### src/rtl/ot_board_tx_if.sv
// Evaluator-side bus of the OT board transmitter: two-phase stimulus out, scored response back.
interface ot_board_tx_if;
  logic [7:0] in;
  logic [7:0] bomb;
  logic       in_valid1;
  logic [5:0] hit;
  logic       in_valid2;
  logic       out_valid;
  logic [6:0] out;

  modport master (
    output in, bomb, in_valid1, hit, in_valid2,
    input  out_valid, out
  );

  modport slave (
    input  in, bomb, in_valid1, hit, in_valid2,
    output out_valid, out
  );
endinterface

### src/rtl/ot_board_tx.sv
// Stimulus transmitter for the OT evaluator: streams the 8x8 board, then the hit list,
// and returns the evaluator's score (or a timeout flag) to the host.
module ot_board_tx #(
  parameter int unsigned MAX_HITS = 16,
  parameter int unsigned TIMEOUT  = 1000
) (
  input  logic            clk,
  input  logic            rst_n,
  input  logic            row_we,
  input  logic [2:0]      row_addr,
  input  logic [7:0]      row_in,
  input  logic [7:0]      row_bomb,
  input  logic            hit_we,
  input  logic [5:0]      hit_data,
  input  logic            hit_clr,
  input  logic            start,
  ot_board_tx_if.master   ev,
  output logic            busy,
  output logic            done,
  output logic [6:0]      result,
  output logic            timeout_err,
  output logic [5:0]      hit_cnt,
  output logic            hit_full
);

  localparam int unsigned WW    = $clog2(TIMEOUT + 1);
  localparam int unsigned AW    = (MAX_HITS > 1) ? $clog2(MAX_HITS) : 1;
  localparam int unsigned DEPTH = 1 << AW;
  localparam int unsigned PW    = 5;
  localparam int unsigned CW    = 6;

  typedef enum logic [2:0] {S_IDLE, S_SEND1, S_GAP, S_SEND2, S_WAIT} state_e;

  state_e          state_q, state_d;
  logic [2:0]      row_q, row_d;
  logic [PW-1:0]   ptr_q, ptr_d;
  logic [WW-1:0]   wcnt_q, wcnt_d;
  logic [7:0]      in_q, in_d, bomb_q, bomb_d;
  logic            iv1_q, iv1_d, iv2_q, iv2_d;
  logic [5:0]      hit_q, hit_d;
  logic            busy_q, busy_d, done_q, done_d;
  logic [6:0]      result_q, result_d;
  logic            terr_q, terr_d;
  logic [CW-1:0]   hit_cnt_q, hit_cnt_d;
  logic            hit_full_q, hit_full_d;
  logic            mem_we, board_we;

  logic [7:0]      board_in_q   [8];
  logic [7:0]      board_bomb_q [8];
  logic [5:0]      hit_mem_q    [DEPTH];

  logic [2:0]      row_nxt;
  logic [PW-1:0]   ptr_nxt;

  assign row_nxt = row_q + 3'd1;
  assign ptr_nxt = ptr_q + PW'(1);

  // Transfer sequencer; DUT-facing outputs are computed one cycle ahead and registered.
  always_comb begin
    state_d  = state_q;
    row_d    = row_q;
    ptr_d    = ptr_q;
    wcnt_d   = wcnt_q;
    in_d     = 8'd0;
    bomb_d   = 8'd0;
    iv1_d    = 1'b0;
    hit_d    = 6'd0;
    iv2_d    = 1'b0;
    done_d   = 1'b0;
    result_d = result_q;
    terr_d   = terr_q;
    unique case (state_q)
      S_IDLE: begin
        if (start && (hit_cnt_q != CW'(0))) begin
          state_d = S_SEND1;
          row_d   = 3'd0;
          ptr_d   = PW'(0);
          terr_d  = 1'b0;
          iv1_d   = 1'b1;
          in_d    = board_in_q[0];
          bomb_d  = board_bomb_q[0];
        end
      end
      S_SEND1: begin
        if (row_q == 3'd7) begin
          state_d = S_GAP;
        end else begin
          row_d  = row_nxt;
          iv1_d  = 1'b1;
          in_d   = board_in_q[row_nxt];
          bomb_d = board_bomb_q[row_nxt];
        end
      end
      S_GAP: begin
        state_d = S_SEND2;
        ptr_d   = PW'(0);
        iv2_d   = 1'b1;
        hit_d   = hit_mem_q[0];
      end
      S_SEND2: begin
        if ((CW'(ptr_q) + CW'(1)) == hit_cnt_q) begin
          state_d = S_WAIT;
          wcnt_d  = WW'(0);
        end else begin
          ptr_d = ptr_nxt;
          iv2_d = 1'b1;
          hit_d = hit_mem_q[AW'(ptr_nxt)];
        end
      end
      S_WAIT: begin
        if (ev.out_valid) begin
          result_d = ev.out;
          done_d   = 1'b1;
          state_d  = S_IDLE;
        end else if (wcnt_q == WW'(TIMEOUT - 1)) begin
          result_d = 7'd0;
          terr_d   = 1'b1;
          done_d   = 1'b1;
          state_d  = S_IDLE;
        end else begin
          wcnt_d = wcnt_q + WW'(1);
        end
      end
      default: state_d = S_IDLE;
    endcase
    busy_d = (state_d != S_IDLE);
  end

  // Host-side storage is only writable while idle; clear beats push.
  always_comb begin
    hit_cnt_d = hit_cnt_q;
    mem_we    = 1'b0;
    board_we  = row_we && (state_q == S_IDLE);
    if (state_q == S_IDLE) begin
      if (hit_clr) begin
        hit_cnt_d = CW'(0);
      end else if (hit_we && !hit_full_q) begin
        mem_we    = 1'b1;
        hit_cnt_d = hit_cnt_q + CW'(1);
      end
    end
    hit_full_d = (hit_cnt_d == CW'(MAX_HITS));
  end

  always_ff @(posedge clk or negedge rst_n) begin
    if (!rst_n) begin
      state_q    <= S_IDLE;
      row_q      <= 3'd0;
      ptr_q      <= PW'(0);
      wcnt_q     <= WW'(0);
      in_q       <= 8'd0;
      bomb_q     <= 8'd0;
      iv1_q      <= 1'b0;
      hit_q      <= 6'd0;
      iv2_q      <= 1'b0;
      busy_q     <= 1'b0;
      done_q     <= 1'b0;
      result_q   <= 7'd0;
      terr_q     <= 1'b0;
      hit_cnt_q  <= CW'(0);
      hit_full_q <= 1'b0;
      for (int i = 0; i < 8; i++) begin
        board_in_q[i]   <= 8'd0;
        board_bomb_q[i] <= 8'd0;
      end
    end else begin
      state_q    <= state_d;
      row_q      <= row_d;
      ptr_q      <= ptr_d;
      wcnt_q     <= wcnt_d;
      in_q       <= in_d;
      bomb_q     <= bomb_d;
      iv1_q      <= iv1_d;
      hit_q      <= hit_d;
      iv2_q      <= iv2_d;
      busy_q     <= busy_d;
      done_q     <= done_d;
      result_q   <= result_d;
      terr_q     <= terr_d;
      hit_cnt_q  <= hit_cnt_d;
      hit_full_q <= hit_full_d;
      if (board_we) begin
        board_in_q[row_addr]   <= row_in;
        board_bomb_q[row_addr] <= row_bomb;
      end
    end
  end

  // Hit payload storage needs no reset: only entries below hit_cnt are ever read.
  always_ff @(posedge clk) begin
    if (mem_we) hit_mem_q[AW'(hit_cnt_q)] <= hit_data;
  end

  assign ev.in        = in_q;
  assign ev.bomb      = bomb_q;
  assign ev.in_valid1 = iv1_q;
  assign ev.hit       = hit_q;
  assign ev.in_valid2 = iv2_q;
  assign busy         = busy_q;
  assign done         = done_q;
  assign result       = result_q;
  assign timeout_err  = terr_q;
  assign hit_cnt      = hit_cnt_q;
  assign hit_full     = hit_full_q;

endmodule

### src/flat_wrapper.sv
// flat-port wrapper written by rule: the top's interface ports become plain ports
module ot_board_tx_flat 
#(
  parameter int unsigned MAX_HITS = 16,
  parameter int unsigned TIMEOUT  = 1000
)
  (clk, rst_n, row_we, row_addr, row_in, row_bomb, hit_we, hit_data, hit_clr, start, busy, done, result, timeout_err, hit_cnt, hit_full, ev_in, ev_bomb, ev_in_valid1, ev_hit, ev_in_valid2, ev_out_valid, ev_out);
  ot_board_tx_if ev_i ();
  input  logic clk;
  input  logic rst_n;
  input  logic row_we;
  input  logic [2:0] row_addr;
  input  logic [7:0] row_in;
  input  logic [7:0] row_bomb;
  input  logic hit_we;
  input  logic [5:0] hit_data;
  input  logic hit_clr;
  input  logic start;
  output logic busy;
  output logic done;
  output logic [6:0] result;
  output logic timeout_err;
  output logic [5:0] hit_cnt;
  output logic hit_full;
  output wire logic [$bits(ev_i.in)-1:0] ev_in;
  output wire logic [$bits(ev_i.bomb)-1:0] ev_bomb;
  output wire logic [$bits(ev_i.in_valid1)-1:0] ev_in_valid1;
  output wire logic [$bits(ev_i.hit)-1:0] ev_hit;
  output wire logic [$bits(ev_i.in_valid2)-1:0] ev_in_valid2;
  input wire logic [$bits(ev_i.out_valid)-1:0] ev_out_valid;
  input wire logic [$bits(ev_i.out)-1:0] ev_out;
  assign ev_in = ev_i.in;
  assign ev_bomb = ev_i.bomb;
  assign ev_in_valid1 = ev_i.in_valid1;
  assign ev_hit = ev_i.hit;
  assign ev_in_valid2 = ev_i.in_valid2;
  assign ev_i.out_valid = ev_out_valid;
  assign ev_i.out = ev_out;
  ot_board_tx #(.MAX_HITS(MAX_HITS), .TIMEOUT(TIMEOUT)) u_core (.clk(clk), .rst_n(rst_n), .row_we(row_we), .row_addr(row_addr), .row_in(row_in), .row_bomb(row_bomb), .hit_we(hit_we), .hit_data(hit_data), .hit_clr(hit_clr), .start(start), .ev(ev_i), .busy(busy), .done(done), .result(result), .timeout_err(timeout_err), .hit_cnt(hit_cnt), .hit_full(hit_full));
endmodule
### config.mk
export PLATFORM = sky130hd
export DESIGN_NAME = ot_board_tx_flat
export DESIGN_NICKNAME = d
export VERILOG_FILES = /design/src/rtl/ot_board_tx_if.sv /design/src/rtl/ot_board_tx.sv /design/src/flat_wrapper.sv
export SDC_FILE = /design/constraint.sdc
export NUM_CORES = 1
export LEC_CHECK = 0
export ABC_AREA = 1
export CAP_MARGIN = 20
export CORE_MARGIN = 8
export CORE_UTILIZATION = 40
export DETAILED_ROUTE_END_ITERATION = 16
export HOLD_SLACK_MARGIN = 0.08
export PLACE_DENSITY = 0.59
export SYNTH_ARGS = -nofsm -noshare
export SYNTH_HDL_FRONTEND = slang
export SYNTH_SLANG_ARGS = --single-unit
### constraint.sdc
create_clock -name clk -period 2.3 [get_ports clk]
set_input_delay 0.46 -clock clk [delete_from_list [all_inputs] [get_ports clk]]
set_output_delay 0.46 -clock clk [all_outputs]
set_load 0.05 [all_outputs]
# Word level (Yosys, flattened, before mapping)
# Memories as Yosys holds them, arrays and structs flattened.
# Index checks and enable logic that the tools add are counted.
[totals]
reg_bits = 190
ramBits = 96
output_inout_bits = 41
wordCells = 131
memories = 1
[op_classes]
add_sub_neg = 5
magnitude_cmp = 3
eq_ne = 15
n_mux = 56
bitwise = 2
reduce_logical = 18
[memory_table]
columns = ["memory", "words", "word_bits", "read_ports", "rd_ports_with_merged_regs", "write_ports", "line", "source"]
rows = [
  ["u_core.hit_mem_q", 16, 6, 2, 0, 1, "ot_board_tx.sv:50", "logic [5:0] hit_mem_q [DEPTH];"],
]
[op_table]
columns = ["cell", "n"]
rows = [
  ["$bwmux W64", 2],
  ["$mux W8", 9],
  ["$bmux W8 S3", 2],
  ["$pmux W8 S2", 2],
  ["$mux W10", 3],
  ["$demux W8 S3", 1],
  ["$mux W6", 4],
  ["$mux W3", 7],
  ["$pmux W10 S2", 1],
  ["$pmux W3 S5", 1],
  ["$pmux W5 S3", 1],
  ["$mux W1", 14],
  ["$mux W7", 2],
  ["$pmux W6 S2", 1],
  ["$add A10 B1 Y10 const B", 1],
  ["$eq A10 B10 Y1 const B", 1],
  ["$mux W5", 2],
  ["$ge A4 B4 Y1 const B", 2],
  ["$ne A2 B2 Y1 const B", 4],
  ["$not A3 Y4", 2],
  ["$reduce_and A4 Y1", 2],
  ["$reduce_bool A2 Y1", 4],
  ["$add A5 B1 Y6 const B", 1],
  ["$add A6 B1 Y6 const B", 1],
  ["other kinds (18)", 29],
]

# Longest topological paths before layout
[logic_depth]
ltp_word = 7
mapped_depth = 14
ltp_nobuf = 14

# Worst setup path before layout
# OpenSTA, ideal clock, no wires.
[synth_path]
kind = "reg-to-reg"
start = "register u_core.hit_cnt_q[1] (netlist: u_core.hit_cnt[1])"
end = "memory u_core.hit_mem_q[3][0], enable pin"
setup_time_ps = 350
t_arrival_ps = 1596
required_time_ps = 1950
path_slack_ps = 354
stages_incl_launch_ff = 5
path_buffers = 0
cell_sequence = "dfrtp_1 ha_1 nand2_1 or2_2 nor2_1"
[synth_lines]
columns = ["element", "line", "source"]
rows = [
  ["start, declared", "ot_board_tx.sv:44", "logic [CW-1:0] hit_cnt_q, hit_cnt_d;"],
  ["start signal, assigned", "ot_board_tx.sv:180", "hit_cnt_q <= hit_cnt_d;"],
  ["end, declared", "ot_board_tx.sv:50", ""],
]
# Straight into the memory's write port.

# Final worst setup path
[layout_path]
start = "register u_core.in_q[7] (netlist: u_core.ev.in[7])"
end = "output port ev_in[7]"
[layout_lines]
columns = ["element", "line", "source"]
rows = [
  ["start, declared", "ot_board_tx.sv:38", "logic [7:0] in_q, in_d, bomb_q, bomb_d;"],
  ["start signal, assigned", "ot_board_tx.sv:171", "in_q <= in_d;"],
  ["end, declared", "flat_wrapper.sv:25", "output wire logic [$bits(ev_i.in)-1:0] ev_in;"],
]
# No word-level cell between the ends.

==> results.json <==
{
  "status": "finished, final reports clean",
  "slowest_stage": "clkdlybuf4s50_1",
  "clk_pin_slew_ns": 0.06,
  "dp_cells": 1825,
  "cp.depth": 1,
  "seq_area_frac_synth_pct": 59.6,
  "worstSkewPairLatency_ns": 0.55,
  "setup_viol": 0,
  "synth_most_common_cell": "nand2_1",
  "num-fill-cells": 2964,
  "synth_edf_count": 96,
  "synth_cells": 1357,
  "critical-path-max-stage-delay_ns": 0.83,
  "antenna_found_initial": 0,
  "tightest_slew_ns": 0.561,
  "grt_util_all_layers_pct": 16.8,
  "die_h_um": 195,
  "synth_area_per_cell_um2": 9.44,
  "cp.required_ns": 1.84,
  "tritoncts": "done",
  "p_leak_nw": 6.50,
  "gp_congestion": 0.829,
  "synth_top_area_share_pct": 37.1,
  "boundaryPins": 80,
  "crit_family": "buffers and inverters",
  "startpoint_type": "flop",
  "drive_gt1_share_pct": 11.7,
  "root_buffer": "clkbuf_16",
  "drv_cap": 0,
  "cts_made_buffers": 31,
  "final_cells": 1880,
  "min_period_over_period_pct": 96.2,
  "synth_area_leaders": "dfrtp_1 37%, edfxtp_1 23%, nand2_1 7.4%",
  "start_util_pct": 40.6,
  "drtPass1Iterations": 5,
  "ys_ff_latch": 286,
  "drt_iter0_drc": 688,
  "yosysUniqueCellTypes": 35,
  "grt_pass1_wl_um": 52500,
  "dp_hpwl_um": 20600,
  "hold_ws_ns": 0.437,
  "cp_cell_sequence": "clkdlybuf4s50_1",
  "rsz0062_at_grt": "no",
  "num_vias": 9667,
  "synthesis.nets": 1404,
  "die-area_mm2": 0.0380,
  "area_growth_syn_to_layout_pct": 19.3,
  "drv_slew": 0,
  "die_w_um": 195,
  "cts_htree_levels": 1,
  "synth_flop_cell": "dfrtp_1",
  "power.density_mw_per_mm2": 1320,
  "hold_class": "in -> async",
  "synth-async-reset-ratio_pct": 66.4,
  "antenna_left": 0,
  "finalCriticalPeriod_ns": 2.21,
  "reg2reg_from": "u_core.ptr_q[0]$_DFFE_PN0P_",
  "synthesis.area_mm2": 0.0128,
  "hold_violations": 0,
  "ff2ff_path_depth": 12,
  "ys_warn_count": 0,
  "r2r-end": "u_core.wcnt_q[6]$_DFFE_PN0P_",
  "cts_sinks": 286,
  "core_mm2": 0.0316,
  "r2r_slack_ns": 0.26,
  "post_cts_buffers": 0,
  "grt_overflow": 0,
  "core.rowCount": 65,
  "cts_max_path_buffers": 3,
  "nNetsFinal": 1504,
  "synth_largest_area_cell": "dfrtp_1",
  "io_buffers": 79,
  "ir_drop_v": 0.000759,
  "fin_skew_ns": 0.0215,
  "crit_path_end": "ev_in[7]",
  "path_buf_inv": 1,
  "worstSetupPathType": "reg -> out",
  "grt_max_degree": 59,
  "critical_path.startpoint": "u_core.ev.in[7]$_DFF_PN0_",
  "drt-total-wl_um": 31800,
  "synthTopCellsByCount": "251 x nand2_1, 190 x dfrtp_1, 183 x o21ai_0",
  "route.detailed.drc": 0,
  "grt_pass1_vias": 9649,
  "fmax_mhz": 452,
  "end_kind": "primary output",
  "crit_path_max_fanout": 1,
  "wl_per_cell_um": 16.9,
  "antenna_cells": 0,
  "crit_arrival_ns": 1.75,
  "slew-limit-headroom_pct": 62.5,
  "via_per_inst": 5.14
}
kinds of logic after synthesis:
family / count (synthesis) / synth area share, %
AND/OR/NAND/NOR: 540 / 19.2
AO/OA/AOI/OAI: 310 / 13.1
flip-flops: 286 / 59.6
buffers and inverters: 204 / 6.73
XOR/XNOR: 8 / 0.547
adder cells (fa/ha/maj): 8 / 0.782
multiplexers: 1 / 0.0782
layout by cell type, fill, tap and decap left out, drive strengths merged:
cell             n
clkdlybuf4s50   72
clkinv           6
or2              2
buf             58
dfrtp          190
nand4            4
bufinv           1
mux2i            1
nand3          160
o21ai          185
dlygate4sd2      5
nand2          260
nor3b            1
inv            133
clkbuf          47
ha               8
a21oi          119
nor3             7
o22ai            6
dlygate4sd3      1
xor2             8
clkinvlp         1
nor4             7
nor2            99
edfxtp          96
dlymetal6s2s     1
metal layers:
metal	wire (um)	vias to the layer above	share of wire, %	GRT usage, %
met5	0	-	0	0
met4	835	0	2.6	4.60
met3	1860	66	5.9	2.85
met2	14000	263	44	26.2
met1	15000	4612	47	23.9
li1	-	4726	-	-
timing repair:
item	4_1_cts	5_1_grt
endpoints found under the setup margin	5	1
gates resized for setup	5	1
hold endpoints to repair	46	0
hold buffers	1	0
layout make-up:
cell class | count | area, um2 | area share [%]
clock buffers | 46 | 882 | 5.77
clock inverters | 8 | 72.6 | 0.475
repair buffers | 138 | 1370 | 8.99
flip-flops and latches | 286 | 7640 | 50.0
inverters | 133 | 502 | 3.28
well taps | 402 | 503 | 3.29
multi-input cells | 867 | 4310 | 28.2
how the worst min path moves through the flow:
stage               slack [ns]  start                                  to  depth (start not counted)
detailed placement        0.44  rst_n          u_core.ev.hit[2]$_DFF_PN0_                          1
CTS                       0.43  rst_n          u_core.ev.hit[1]$_DFF_PN0_                          2
floorplan                 0.16  rst_n  u_core.board_bomb_q[0]$_DFFE_PN0P_                          0
global route              0.48  rst_n          u_core.ev.hit[5]$_DFF_PN0_                          2
global placement          0.44  rst_n          u_core.ev.hit[0]$_DFF_PN0_                          1
finish                    0.44  rst_n          u_core.ev.hit[1]$_DFF_PN0_                          2
state kept, by name (all words and copies together) (netlist names), 5 cells and up:
| signal | cells |
|---|---|
| u_core.board_in_q | 64 |
| u_core.ptr_q | 5 |
| u_core.result | 7 |
| u_core.hit_cnt | 6 |
| u_core.wcnt_q | 10 |
| u_core.ev.bomb | 8 |
| u_core.hit_mem_q | 96 |
| u_core.ev.hit | 6 |
| u_core.board_bomb_q | 64 |
| u_core.ev.in | 8 |
report_power, final:
part / total (mW) / internal (mW) / switching [mW]
clock: 4.69 / 2.74 / 1.95
combinational: 8.09 / 2.73 / 5.36
sequential: 7.40 / 6.77 / 0.631
total: 20.2 / 12.2 / 7.94
through the flow:
| step | setup slack [ns] | power [mW] | instance area [um2] | setup TNS (ns) | utilization, % |
|---|---|---|---|---|---|
| floorplan | 0.354 | 12.9 | 12800 | 0 | - |
| global placement | -0.00571 | 15.4 | 14300 | -0.0336 | 45.4 |
| detailed placement | 0.0136 | 15.6 | 14300 | 0 | 45.4 |
| CTS | 0.00188 | 20.3 | 15300 | 0 | 48.4 |
| global route | 0.0395 | 21.7 | 15300 | 0 | 48.4 |
| finish | 0.0869 | 20.2 | 15300 | 0 | 48.4 |
(Power assumes the default switching activity.)
